--- src/rtl/muldiv_unit_pkg.sv ---
// Shared definitions for the iterative multiply/divide unit: op codes,
// FSM states and small op-decode helpers.
package muldiv_unit_pkg;

  typedef enum logic [1:0] {
    MDU_MULT  = 2'b00,
    MDU_MULTU = 2'b01,
    MDU_DIV   = 2'b10,
    MDU_DIVU  = 2'b11
  } mdu_op_e;

  typedef enum logic [1:0] {
    S_IDLE = 2'b00,
    S_RUN  = 2'b01,
    S_DONE = 2'b10
  } mdu_state_e;

  function automatic logic op_is_div(input logic [1:0] op);
    return op[1];
  endfunction

  // MULT and DIV are the signed flavours (op[0] clear).
  function automatic logic op_is_signed(input logic [1:0] op);
    return ~op[0];
  endfunction

endpackage

--- src/rtl/muldiv_unit_if.sv ---
// Start/busy/done handshake, MTHI/MTLO port and HI/LO result bus of the
// multiply/divide unit.
interface muldiv_unit_if #(parameter int unsigned WIDTH = 32);

  logic             start;
  logic [1:0]       op;
  logic [WIDTH-1:0] a;
  logic [WIDTH-1:0] b;
  logic             mt_hi;
  logic             mt_lo;
  logic [WIDTH-1:0] mt_data;
  logic             busy;
  logic             done;
  logic             dz;
  logic [WIDTH-1:0] hi;
  logic [WIDTH-1:0] lo;

  modport master (
    output start, op, a, b, mt_hi, mt_lo, mt_data,
    input  busy, done, dz, hi, lo
  );

  modport slave (
    input  start, op, a, b, mt_hi, mt_lo, mt_data,
    output busy, done, dz, hi, lo
  );

endinterface

--- src/rtl/muldiv_step.sv ---
// One radix-2 iteration on {acc, q}: shift-add for multiply (LSB first),
// restoring shift-subtract for divide (MSB first).
module muldiv_step #(
  parameter int unsigned WIDTH = 32
) (
  input  logic             div,
  input  logic [WIDTH-1:0] acc,
  input  logic [WIDTH-1:0] q,
  input  logic [WIDTH-1:0] m,
  output logic [WIDTH-1:0] acc_n,
  output logic [WIDTH-1:0] q_n
);

  logic [WIDTH:0] sum;
  logic [WIDTH:0] rem;
  logic [WIDTH:0] diff;

  always_comb begin
    sum  = {1'b0, acc} + (q[0] ? {1'b0, m} : '0);
    rem  = {acc, q[WIDTH-1]};
    diff = rem - {1'b0, m};
    if (div) begin
      // Top bit of diff set means the trial subtract borrowed: restore.
      if (!diff[WIDTH]) begin
        acc_n = diff[WIDTH-1:0];
        q_n   = {q[WIDTH-2:0], 1'b1};
      end else begin
        acc_n = rem[WIDTH-1:0];
        q_n   = {q[WIDTH-2:0], 1'b0};
      end
    end else begin
      acc_n = sum[WIDTH:1];
      q_n   = {sum[0], q[WIDTH-1:1]};
    end
  end

endmodule

--- src/rtl/muldiv_unit.sv ---
// Iterative MULT/MULTU/DIV/DIVU unit with architectural HI/LO registers,
// MTHI/MTLO writes and a start/busy/done handshake for pipeline stalls.
module muldiv_unit
  import muldiv_unit_pkg::*;
#(
  parameter int unsigned WIDTH = 32,
  parameter int unsigned CNT_W = $clog2(WIDTH + 1)
) (
  input logic           clk,
  input logic           rst,
  muldiv_unit_if.slave  bus
);

  mdu_state_e       state;
  logic [CNT_W-1:0] cnt;
  logic [WIDTH-1:0] acc, q, m, a_org;
  logic             div_op, neg_q, neg_r, dz_r;
  logic [WIDTH-1:0] hi_r, lo_r;
  logic             busy_r, done_r, dz_o;

  logic             a_neg, b_neg;
  logic [WIDTH-1:0] a_mag, b_mag;
  logic [WIDTH-1:0] acc_n, q_n;
  logic [2*WIDTH-1:0] prod;
  logic [WIDTH-1:0] res_hi, res_lo;

  always_comb begin
    a_neg = op_is_signed(bus.op) & bus.a[WIDTH-1];
    b_neg = op_is_signed(bus.op) & bus.b[WIDTH-1];
    a_mag = a_neg ? -bus.a : bus.a;
    b_mag = b_neg ? -bus.b : bus.b;
  end

  muldiv_step #(.WIDTH(WIDTH)) u_step (
    .div   (div_op),
    .acc   (acc),
    .q     (q),
    .m     (m),
    .acc_n (acc_n),
    .q_n   (q_n)
  );

  // Sign fixup is applied to the last iteration's output so HI/LO and done
  // land on the same edge that enters DONE.
  always_comb begin
    prod   = {acc_n, q_n};
    res_hi = '0;
    res_lo = '0;
    if (!div_op) begin
      if (neg_q) prod = -prod;
      {res_hi, res_lo} = prod;
    end else if (dz_r) begin
      res_lo = '1;
      res_hi = a_org;
    end else begin
      res_lo = neg_q ? -q_n : q_n;
      res_hi = neg_r ? -acc_n : acc_n;
    end
  end

  always_ff @(posedge clk or posedge rst) begin
    if (rst) begin
      state  <= S_IDLE;
      cnt    <= '0;
      acc    <= '0;
      q      <= '0;
      m      <= '0;
      a_org  <= '0;
      div_op <= 1'b0;
      neg_q  <= 1'b0;
      neg_r  <= 1'b0;
      dz_r   <= 1'b0;
      hi_r   <= '0;
      lo_r   <= '0;
      busy_r <= 1'b0;
      done_r <= 1'b0;
      dz_o   <= 1'b0;
    end else begin
      case (state)
        S_IDLE: begin
          if (bus.mt_hi) hi_r <= bus.mt_data;
          if (bus.mt_lo) lo_r <= bus.mt_data;
          if (bus.start) begin
            acc    <= '0;
            q      <= a_mag;
            m      <= b_mag;
            a_org  <= bus.a;
            div_op <= op_is_div(bus.op);
            neg_q  <= a_neg ^ b_neg;
            neg_r  <= a_neg;
            dz_r   <= op_is_div(bus.op) & (bus.b == '0);
            cnt    <= CNT_W'(WIDTH);
            busy_r <= 1'b1;
            state  <= S_RUN;
          end
        end
        S_RUN: begin
          acc <= acc_n;
          q   <= q_n;
          cnt <= cnt - CNT_W'(1);
          if (cnt == CNT_W'(1)) begin
            hi_r   <= res_hi;
            lo_r   <= res_lo;
            done_r <= 1'b1;
            dz_o   <= dz_r;
            state  <= S_DONE;
          end
        end
        S_DONE: begin
          done_r <= 1'b0;
          dz_o   <= 1'b0;
          busy_r <= 1'b0;
          state  <= S_IDLE;
        end
        default: state <= S_IDLE;
      endcase
    end
  end

  assign bus.busy = busy_r;
  assign bus.done = done_r;
  assign bus.dz   = dz_o;
  assign bus.hi   = hi_r;
  assign bus.lo   = lo_r;

endmodule
--- src/flat_wrapper.sv ---
// flat-port wrapper written by rule: the top's interface ports become plain ports
module muldiv_unit_flat import muldiv_unit_pkg::*;
#(
  parameter int unsigned WIDTH = 32,
  parameter int unsigned CNT_W = $clog2(WIDTH + 1)
)
  (clk, rst, bus_start, bus_op, bus_a, bus_b, bus_mt_hi, bus_mt_lo, bus_mt_data, bus_busy, bus_done, bus_dz, bus_hi, bus_lo);
  muldiv_unit_if #(.WIDTH(WIDTH)) bus_i ();
  input logic clk;
  input logic rst;
  input wire logic [$bits(bus_i.start)-1:0] bus_start;
  input wire logic [$bits(bus_i.op)-1:0] bus_op;
  input wire logic [$bits(bus_i.a)-1:0] bus_a;
  input wire logic [$bits(bus_i.b)-1:0] bus_b;
  input wire logic [$bits(bus_i.mt_hi)-1:0] bus_mt_hi;
  input wire logic [$bits(bus_i.mt_lo)-1:0] bus_mt_lo;
  input wire logic [$bits(bus_i.mt_data)-1:0] bus_mt_data;
  output wire logic [$bits(bus_i.busy)-1:0] bus_busy;
  output wire logic [$bits(bus_i.done)-1:0] bus_done;
  output wire logic [$bits(bus_i.dz)-1:0] bus_dz;
  output wire logic [$bits(bus_i.hi)-1:0] bus_hi;
  output wire logic [$bits(bus_i.lo)-1:0] bus_lo;
  assign bus_i.start = bus_start;
  assign bus_i.op = bus_op;
  assign bus_i.a = bus_a;
  assign bus_i.b = bus_b;
  assign bus_i.mt_hi = bus_mt_hi;
  assign bus_i.mt_lo = bus_mt_lo;
  assign bus_i.mt_data = bus_mt_data;
  assign bus_busy = bus_i.busy;
  assign bus_done = bus_i.done;
  assign bus_dz = bus_i.dz;
  assign bus_hi = bus_i.hi;
  assign bus_lo = bus_i.lo;
  muldiv_unit #(.WIDTH(WIDTH), .CNT_W(CNT_W)) u_core (.clk(clk), .rst(rst), .bus(bus_i));
endmodule
--- config.mk ---
export PLATFORM = sky130hd
export DESIGN_NAME = muldiv_unit_flat
export DESIGN_NICKNAME = d
export VERILOG_FILES = /design/src/rtl/muldiv_unit_pkg.sv /design/src/rtl/muldiv_unit_if.sv /design/src/rtl/muldiv_step.sv /design/src/rtl/muldiv_unit.sv /design/src/flat_wrapper.sv
export SDC_FILE = /design/constraint.sdc
export NUM_CORES = 1
export LEC_CHECK = 0
export ABC_AREA = 0
export BUFFER_PORTS_ARGS = -buffer_cell sky130_fd_sc_hd__buf_2
export CAP_MARGIN = 20
export CORE_MARGIN = 1.5
export CORE_UTILIZATION = 25
export DETAILED_ROUTE_END_ITERATION = 8
export PLACE_DENSITY = 0.48
export SLEW_MARGIN = 20
export SYNTH_ARGS = -nofsm -noshare
export SYNTH_HDL_FRONTEND = slang
export SYNTH_SLANG_ARGS = --single-unit
--- constraint.sdc ---
create_clock -name clk -period 12.28 [get_ports clk]
set_clock_uncertainty 0.1 [all_clocks]
set_input_delay 0.614 -clock clk [delete_from_list [all_inputs] [get_ports clk]]
set_output_delay 0.614 -clock clk [all_outputs]
set_load 0.005 [all_outputs]
[Yosys cells after proc, flatten, opt, wreduce, memory -nomap -nowiden]
Index checks and enable logic that the tools add are counted.
Storage, ports and cells
  logic and storage cells: 82
  register bits: 207
Operators by class
  add/sub/neg operators: 8
  muxes and demuxes: 35
  equal/unequal tests: 7
  bitwise logic cells: 5
  reduce and logical (&&, ||, !) cells: 12
Operators by type and width (count)
  32-bit 2-to-1 mux: 18
  32-bit case mux with 2 select lines: 4
  32-bit negator: 4
  64-bit 2-to-1 mux: 1
  64-bit negator: 1
  32-bit by 33-bit adder with 33-bit output: 1
  33-bit by 32-bit subtractor with 33-bit output: 1
  32-bit logical NOT: 1
  6-bit case mux with 2 select lines: 1
  2-bit AND reduction: 5
  6-bit by 1-bit equality test with 1-bit output, second input constant: 1
  6-bit 2-to-1 mux: 1
  2-bit != test, second input constant: 3
  1-bit case mux with 2 select lines: 3
  3-bit AND reduction: 2
  2-bit nonzero test: 3
  6-bit by 1-bit subtractor with 6-bit output, second input constant: 1
  1-bit 2-to-1 mux: 4
  2-bit 2-to-1 mux: 2
  2-bit case mux with 2 select lines: 1
  1-bit AND: 3
  2-bit by 1-bit equality test with 1-bit output, second input constant: 1
  2-bit equality test, second input constant: 1
  2-bit logical NOT: 1
  3 further kinds: 3

[Logic depth before layout (Yosys ltp)]
  depth after elaboration: 9
  gate-level depth with buffers: 28
  depth with buffers taken out: 24

[Hierarchy]
Synthesis repeated with hierarchy kept, for this count alone.
Unflattened totals
  cell total of the unflattened synthesis: 2253
  area, all modules: 17839.6 um^2
Modules (own cells, without submodules)
  muldiv_unit: area an instance 13018.7 um^2, instances 1, seq. area each 5180.0 um^2, cells an instance 1565
  muldiv_step: area an instance 4820.9 um^2, instances 1, seq. area each 0.0 um^2, cells an instance 688

[Worst setup path before layout]
No wires, ideal clock.
  path type: register to register
  start point: register u_core.acc[6]
  end point: register u_core.hi_r[22], in the netlist u_core.bus.hi[22]
  stages on the path, launching flop included: 24
  data arrival time: 5.151 ns
  library setup time: 0.141 ns
  slack: 6.887 ns
  cell sequence: dfrtp_1 -> ha_1 -> a21o_1 -> o31ai_4 -> o21ai_4 -> a211o_1 -> buf_6 -> o21ai_2 -> buf_2 -> nor2_1 -> a21oi_1 -> ha_1 -> nand2_1 -> nor4_1 -> o21ai_0 -> nor4_2 -> nand2_1 -> or2_2 -> clkbuf_1 -> o31ai_1 -> o21ai_0 -> xor2_1 -> o221ai_1 -> a31oi_1
On the way
  word-level cells in the longest chain between the ends: 9
Ends and longest elaborated chain
  from (decl): line muldiv_unit.sv:16  | logic [WIDTH-1:0] acc, q, m, a_org;
  from (signal assigned): line muldiv_unit.sv:98  | acc <= acc_n;
  33-bit by 32-bit subtractor with 33-bit output: line muldiv_step.sv:21  | diff = rem - {1'b0, m};
  32-bit 2-to-1 mux: line muldiv_step.sv:24  | if (!diff[WIDTH]) begin
  32-bit 2-to-1 mux: line muldiv_step.sv:22  | if (div) begin
  32-bit negator: line muldiv_unit.sv:57  | res_hi = neg_r ? -acc_n : acc_n;
  32-bit 2-to-1 mux: line muldiv_unit.sv:57
  32-bit 2-to-1 mux: line muldiv_unit.sv:52  | end else if (dz_r) begin
  32-bit 2-to-1 mux *: line muldiv_unit.sv:49  | if (!div_op) begin
  32-bit 2-to-1 mux *: line muldiv_unit.sv:101  | if (cnt == CNT_W'(1)) begin
  32-bit case mux with 2 select lines *: line muldiv_unit.sv:79  | case (state)
  to (signal assigned): line muldiv_unit.sv:81  | if (bus.mt_hi) hi_r <= bus.mt_data;
  to (signal assigned): line muldiv_unit.sv:102  | hi_r <= res_hi;
  to (decl): line muldiv_unit.sv:18  | logic [WIDTH-1:0] hi_r, lo_r;
Every way passes the cells marked *; elsewhere a longest branch is shown, timed or not. The select of a mux whose other input is x is not followed.
A chain may end at the register's enable or synchronous reset.

[Worst setup path after layout]
  start point: register u_core.q[31]
  end point: register u_core.hi_r[22], in the netlist u_core.bus.hi[22]
On the way
  word-level cells in the longest chain between the ends: 9
Ends and longest elaborated chain
  from (decl): line muldiv_unit.sv:16
  from (signal assigned): line muldiv_unit.sv:85  | q <= a_mag;
  from (signal assigned): line muldiv_unit.sv:99  | q <= q_n;
  33-bit by 32-bit subtractor with 33-bit output: line muldiv_step.sv:21
  32-bit 2-to-1 mux: line muldiv_step.sv:24
  32-bit 2-to-1 mux: line muldiv_step.sv:22
  32-bit negator: line muldiv_unit.sv:57
  32-bit 2-to-1 mux: line muldiv_unit.sv:57
  32-bit 2-to-1 mux: line muldiv_unit.sv:52
  32-bit 2-to-1 mux *: line muldiv_unit.sv:49
  32-bit 2-to-1 mux *: line muldiv_unit.sv:101
  32-bit case mux with 2 select lines *: line muldiv_unit.sv:79
Marked as above.

==> key figures <==
Cells and area
  – Final Cell Area: between 20,000 and 25,000 um2
  – Register Area: just over 5000 um2
  – Fill count: just under 8,000
  – Area of the multi-input gates: ~12,000 um2
  – Non-Filler Instances: 3,326
  – Layout Nets: 2,542
  – Layout area overhead: 14.05%
  – Layout cell share with drive strength beyond 1: 0.1258

Critical path
  – Critical Path End Type: register
  – CP max FO: 17
  – Setup CP Type: register to register
  – Arrival time at the worst endpoint: roughly 7.1 ns
  – CP Data Required Time: ~13 ns
  – CP startpoint kind: register

Power and ir drop
  – P_sw: 402.4 uW
  – Internal power: between 1 and 1.5 mW
  – Switch share: 0.2582
  – Max VDD drop: roughly 0.000068 V
  – Pwr dens: approximately 77 nW/um2
  – Clock power frac: 0.504
  – LEAKAGE: ~8.9 nW
  – Combinational share of power: 0.058
  – Flop pwr share: 0.439
  – Pwr Total: around 1.6 mW

STA
  – Post-layout min period: between 6 and 7 ns
  – Final setup viols: 0
  – Relative max-transition margin: 0.3099
  – Unrepaired setup endpoints after global routing: no
  – FMAX: 147.6 MHz
  – Slew Viols, Final: 0
  – Final Cycle Share: 0.5517
  – Hold Fails Final Rpt: 0
  – Least-Margin Pin Slew: ~1.0 ns
  – Fin worst setup slack: 5.505 ns
  – Setup TNS: 0 ns

Synth
  – Synth warn: 0
  – Syn Inst Count: between 2,000 and 2,500
  – Sequential fraction of the synthesis area: 0.2914
  – Syn avg cell area: about 7.7 um2
  – Seq cells post-synth: roughly 210
  – Synth async-reset ratio: 1.000
  – Synth Flop Type: dfrtp_1
  – Syn_nets: 2,470
  – Post-Syn Area: ~18,000 um2
  – Post-synth EDFFs: 0
  – Distinct cells, synth: 97

Clock network
  – Clock slew at reported path FFs: 0.07 ns
  – PostCTS Resize Cnt: 0
  – Clock latency on the worst-skew pair: between 0.5 and 0.6 ns
  – CTS tree: done
  – Total setup buffers inserted after CTS: 0
  – CTS H-tree lvls: 1
  – Root buffer cell: clkbuf_16
  – Hold-fix buffers at CTS: 0
  – TritonCTS Buffers: 27
  – # clock sinks: 207
  – Clk buf depth: 3

Placed design
  – DP HPWL: 56,570 um
  – Placed inst area: around 19,000 um2
  – Port Buffers: ~170
  – Placed cell count: around 3,300
  – Global placer's final weighted congestion: slightly above 0.9
  – Post-place setup slack: ~5.7 ns

Global route
  – First-pass GRT wire length: 113,100 um
  – Largest net degree at the start of global routing: approximately 110
  – Initial antenna violation count: 3
  – Vias in the first global route: about 18,000
  – GRT Total Usage: 0.2005
  – Residual overflow from global routing: 0

Routing
  – DRC Markers: 0
  – 1st-pass router iterations: 5
  – Avg WL per Cell: between 20 and 25 um
  – Post-DR vias/cell: 5.418
  – Routed vias: 18,020
  – Final wirelength: 74,960 um
  – Final ANT Viol Nets: 0
  – DR iter-0 viols: around 1,700

Floorplan
  – Die X-Extent: ~270 um
  – Placement Rows: 97
  – Initial core utilization: 0.2534
  – Die height: about 270 um
  – IO Count: 170
  – Die Area: 72,710 um2
  – Core area: ~70,000 um2

Job
  – # Max-Cap Violations: 0

Hold path
  – Hold Crit Class: input port to asynchronous set/reset pin

Status
  – Status: completed
-- cells in the mapped netlist, types with 42 or more instances --
master,number,area (um2)
nand3_1,75,375.4
xnor2_1,90,788.3
nand2_1,367,1378
inv_1,68,255.2
a21oi_1,133,665.6
xor2_1,99,867.1
ha_1,70,875.8
mux2i_1,47,470.5
nor2_1,135,506.7
o22ai_1,52,325.3
o21ai_0,229,1146
clkbuf_1,114,427.9
nor3_1,50,250.2
o221ai_1,42,367.9
dfrtp_1,207,5180
-- flip-flops by register name, indices dropped and copies added (netlist names) --
signal and cells:
u_core.dz_r 1, u_core.m 32, u_core.bus.lo 32, u_core.bus.busy 1, u_core.q 32, u_core.neg_r 1, u_core.state 2, u_core.bus.dz 1
u_core.neg_q 1, u_core.a_org 32, u_core.bus.hi 32, u_core.cnt 6, u_core.acc 32, u_core.bus.done 1, u_core.div_op 1
-- stage by stage --
step / hold slack (ns) / util
2_1_floorplan: 0.3401 / -
3_3_place_gp: 0.3545 / 0.2768
3_5_place_dp: 0.3649 / 0.2768
4_1_cts: 0.09112 / 0.2887
5_1_grt: 0.08504 / 0.2889
6_report: 0.02498 / 0.2890
-- cell type report --
class                      count  share of cell area
inverter                      72             0.01370
timing repair buffer         199             0.05345
multi-input combinational   1860              0.5780
clock buffer                  39             0.03703
tap                          940             0.05802
antenna                        1           0.0001234
sequential                   207              0.2557
clock inverter                 8            0.003950
-- per-layer routing --
layer  up-vias  track usage  share of wire
li1       8448            -              -
met1      8829       0.2592           0.43
met2       607       0.3384           0.47
met3       131      0.02787          0.056
met4         6      0.07348          0.039
met5         -            0        0.00041
-- cell usage in the layout (no fill, tap or decap), types with 21 or more instances in the layout --
| master | synthesis | final |
|---|---|---|
| nand2_1 | 367 | 366 |
| o21ai_0 | 229 | 229 |
| dfrtp_1 | 207 | 206 |
| buf_2 | 22 | 169 |
| nor2_1 | 135 | 133 |
| a21oi_1 | 133 | 132 |
| xor2_1 | 99 | 99 |
| xnor2_1 | 90 | 90 |
| nand3_1 | 75 | 74 |
| ha_1 | 70 | 70 |
| inv_1 | 68 | 67 |
| o22ai_1 | 52 | 52 |
| nor3_1 | 50 | 50 |
| mux2i_1 | 47 | 47 |
| o221ai_1 | 42 | 42 |
| and2_1 | 41 | 41 |
| and3_1 | 30 | 29 |
| buf_4 | 6 | 29 |
| o211ai_1 | 28 | 28 |
| clkbuf_16 | 0 | 27 |
| a31oi_1 | 24 | 24 |
| nand4_1 | 23 | 23 |
| nand2b_1 | 23 | 23 |
| a21o_1 | 22 | 21 |
| o31ai_1 | 21 | 21 |
-- cells by family (layout without fill, tap and decap cells) --
family,Yosys count,count (layout),synth area share
multiplexers,55,55,0.03154
buffers and inverters,228,318,0.05216
AND/OR/NAND/NOR,837,837,0.2219
XOR/XNOR,189,189,0.09313
AO/OA/AOI/OAI,707,707,0.2583
adder cells (fa/ha/maj),72,72,0.05153
flip-flops,207,207,0.2914
other,0,1,0
-- final timing paths --
| kind | start | to | slack, ns | cells past startpoint |
|---|---|---|---|---|
| hold / removal | rst | u_core.bus.hi[4] | 0.02 | 2 |
| max in group asynchronous | rst | u_core.m[22] | 10.62 | 3 |
| setup reg to reg | u_core.q[31] | u_core.bus.hi[22] | 5.50 | 23 |
| hold reg to reg | u_core.bus.hi[11] | u_core.bus.hi[11] | 0.37 | 2 |
| min in group clk | bus_a[28] | u_core.a_org[28] | 0.17 | 3 |
| setup / recovery | u_core.q[31] | u_core.bus.hi[22] | 5.50 | 23 |
-- power by group through the flow --
stage | clock network (mW) | registers (mW) | logic (mW)
global route | 0.831 | 0.683 | 0.0982
floorplan | 0 | 0.696 | 0.0379
global placement | 0 | 0.696 | 0.0909
CTS | 0.802 | 0.684 | 0.0919
finish | 0.785 | 0.684 | 0.0897
detailed placement | 0 | 0.696 | 0.0915
-- worst max-delay path: stages (launching register included) --
cell and delay, ns:
dfrtp_1 0.51, inv_1 0.11, ha_1 0.18, fa_1 0.22, nand2b_1 0.15, a21oi_2 0.11
o31ai_4 0.39, o21ai_4 0.14, a211o_1 0.55, o21ai_2 0.25, nor2_1 0.12, a21oi_1 0.30
ha_1 0.26, nand2_1 0.09, nor4_1 0.36, o21ai_0 0.28, nor4_2 0.50, nand2_1 0.26
or2_2 0.52, o31ai_1 0.56, o21ai_0 0.22, xor2_1 0.19, o221ai_1 0.17, a31oi_1 0.06
(Power assumes the default switching activity.)
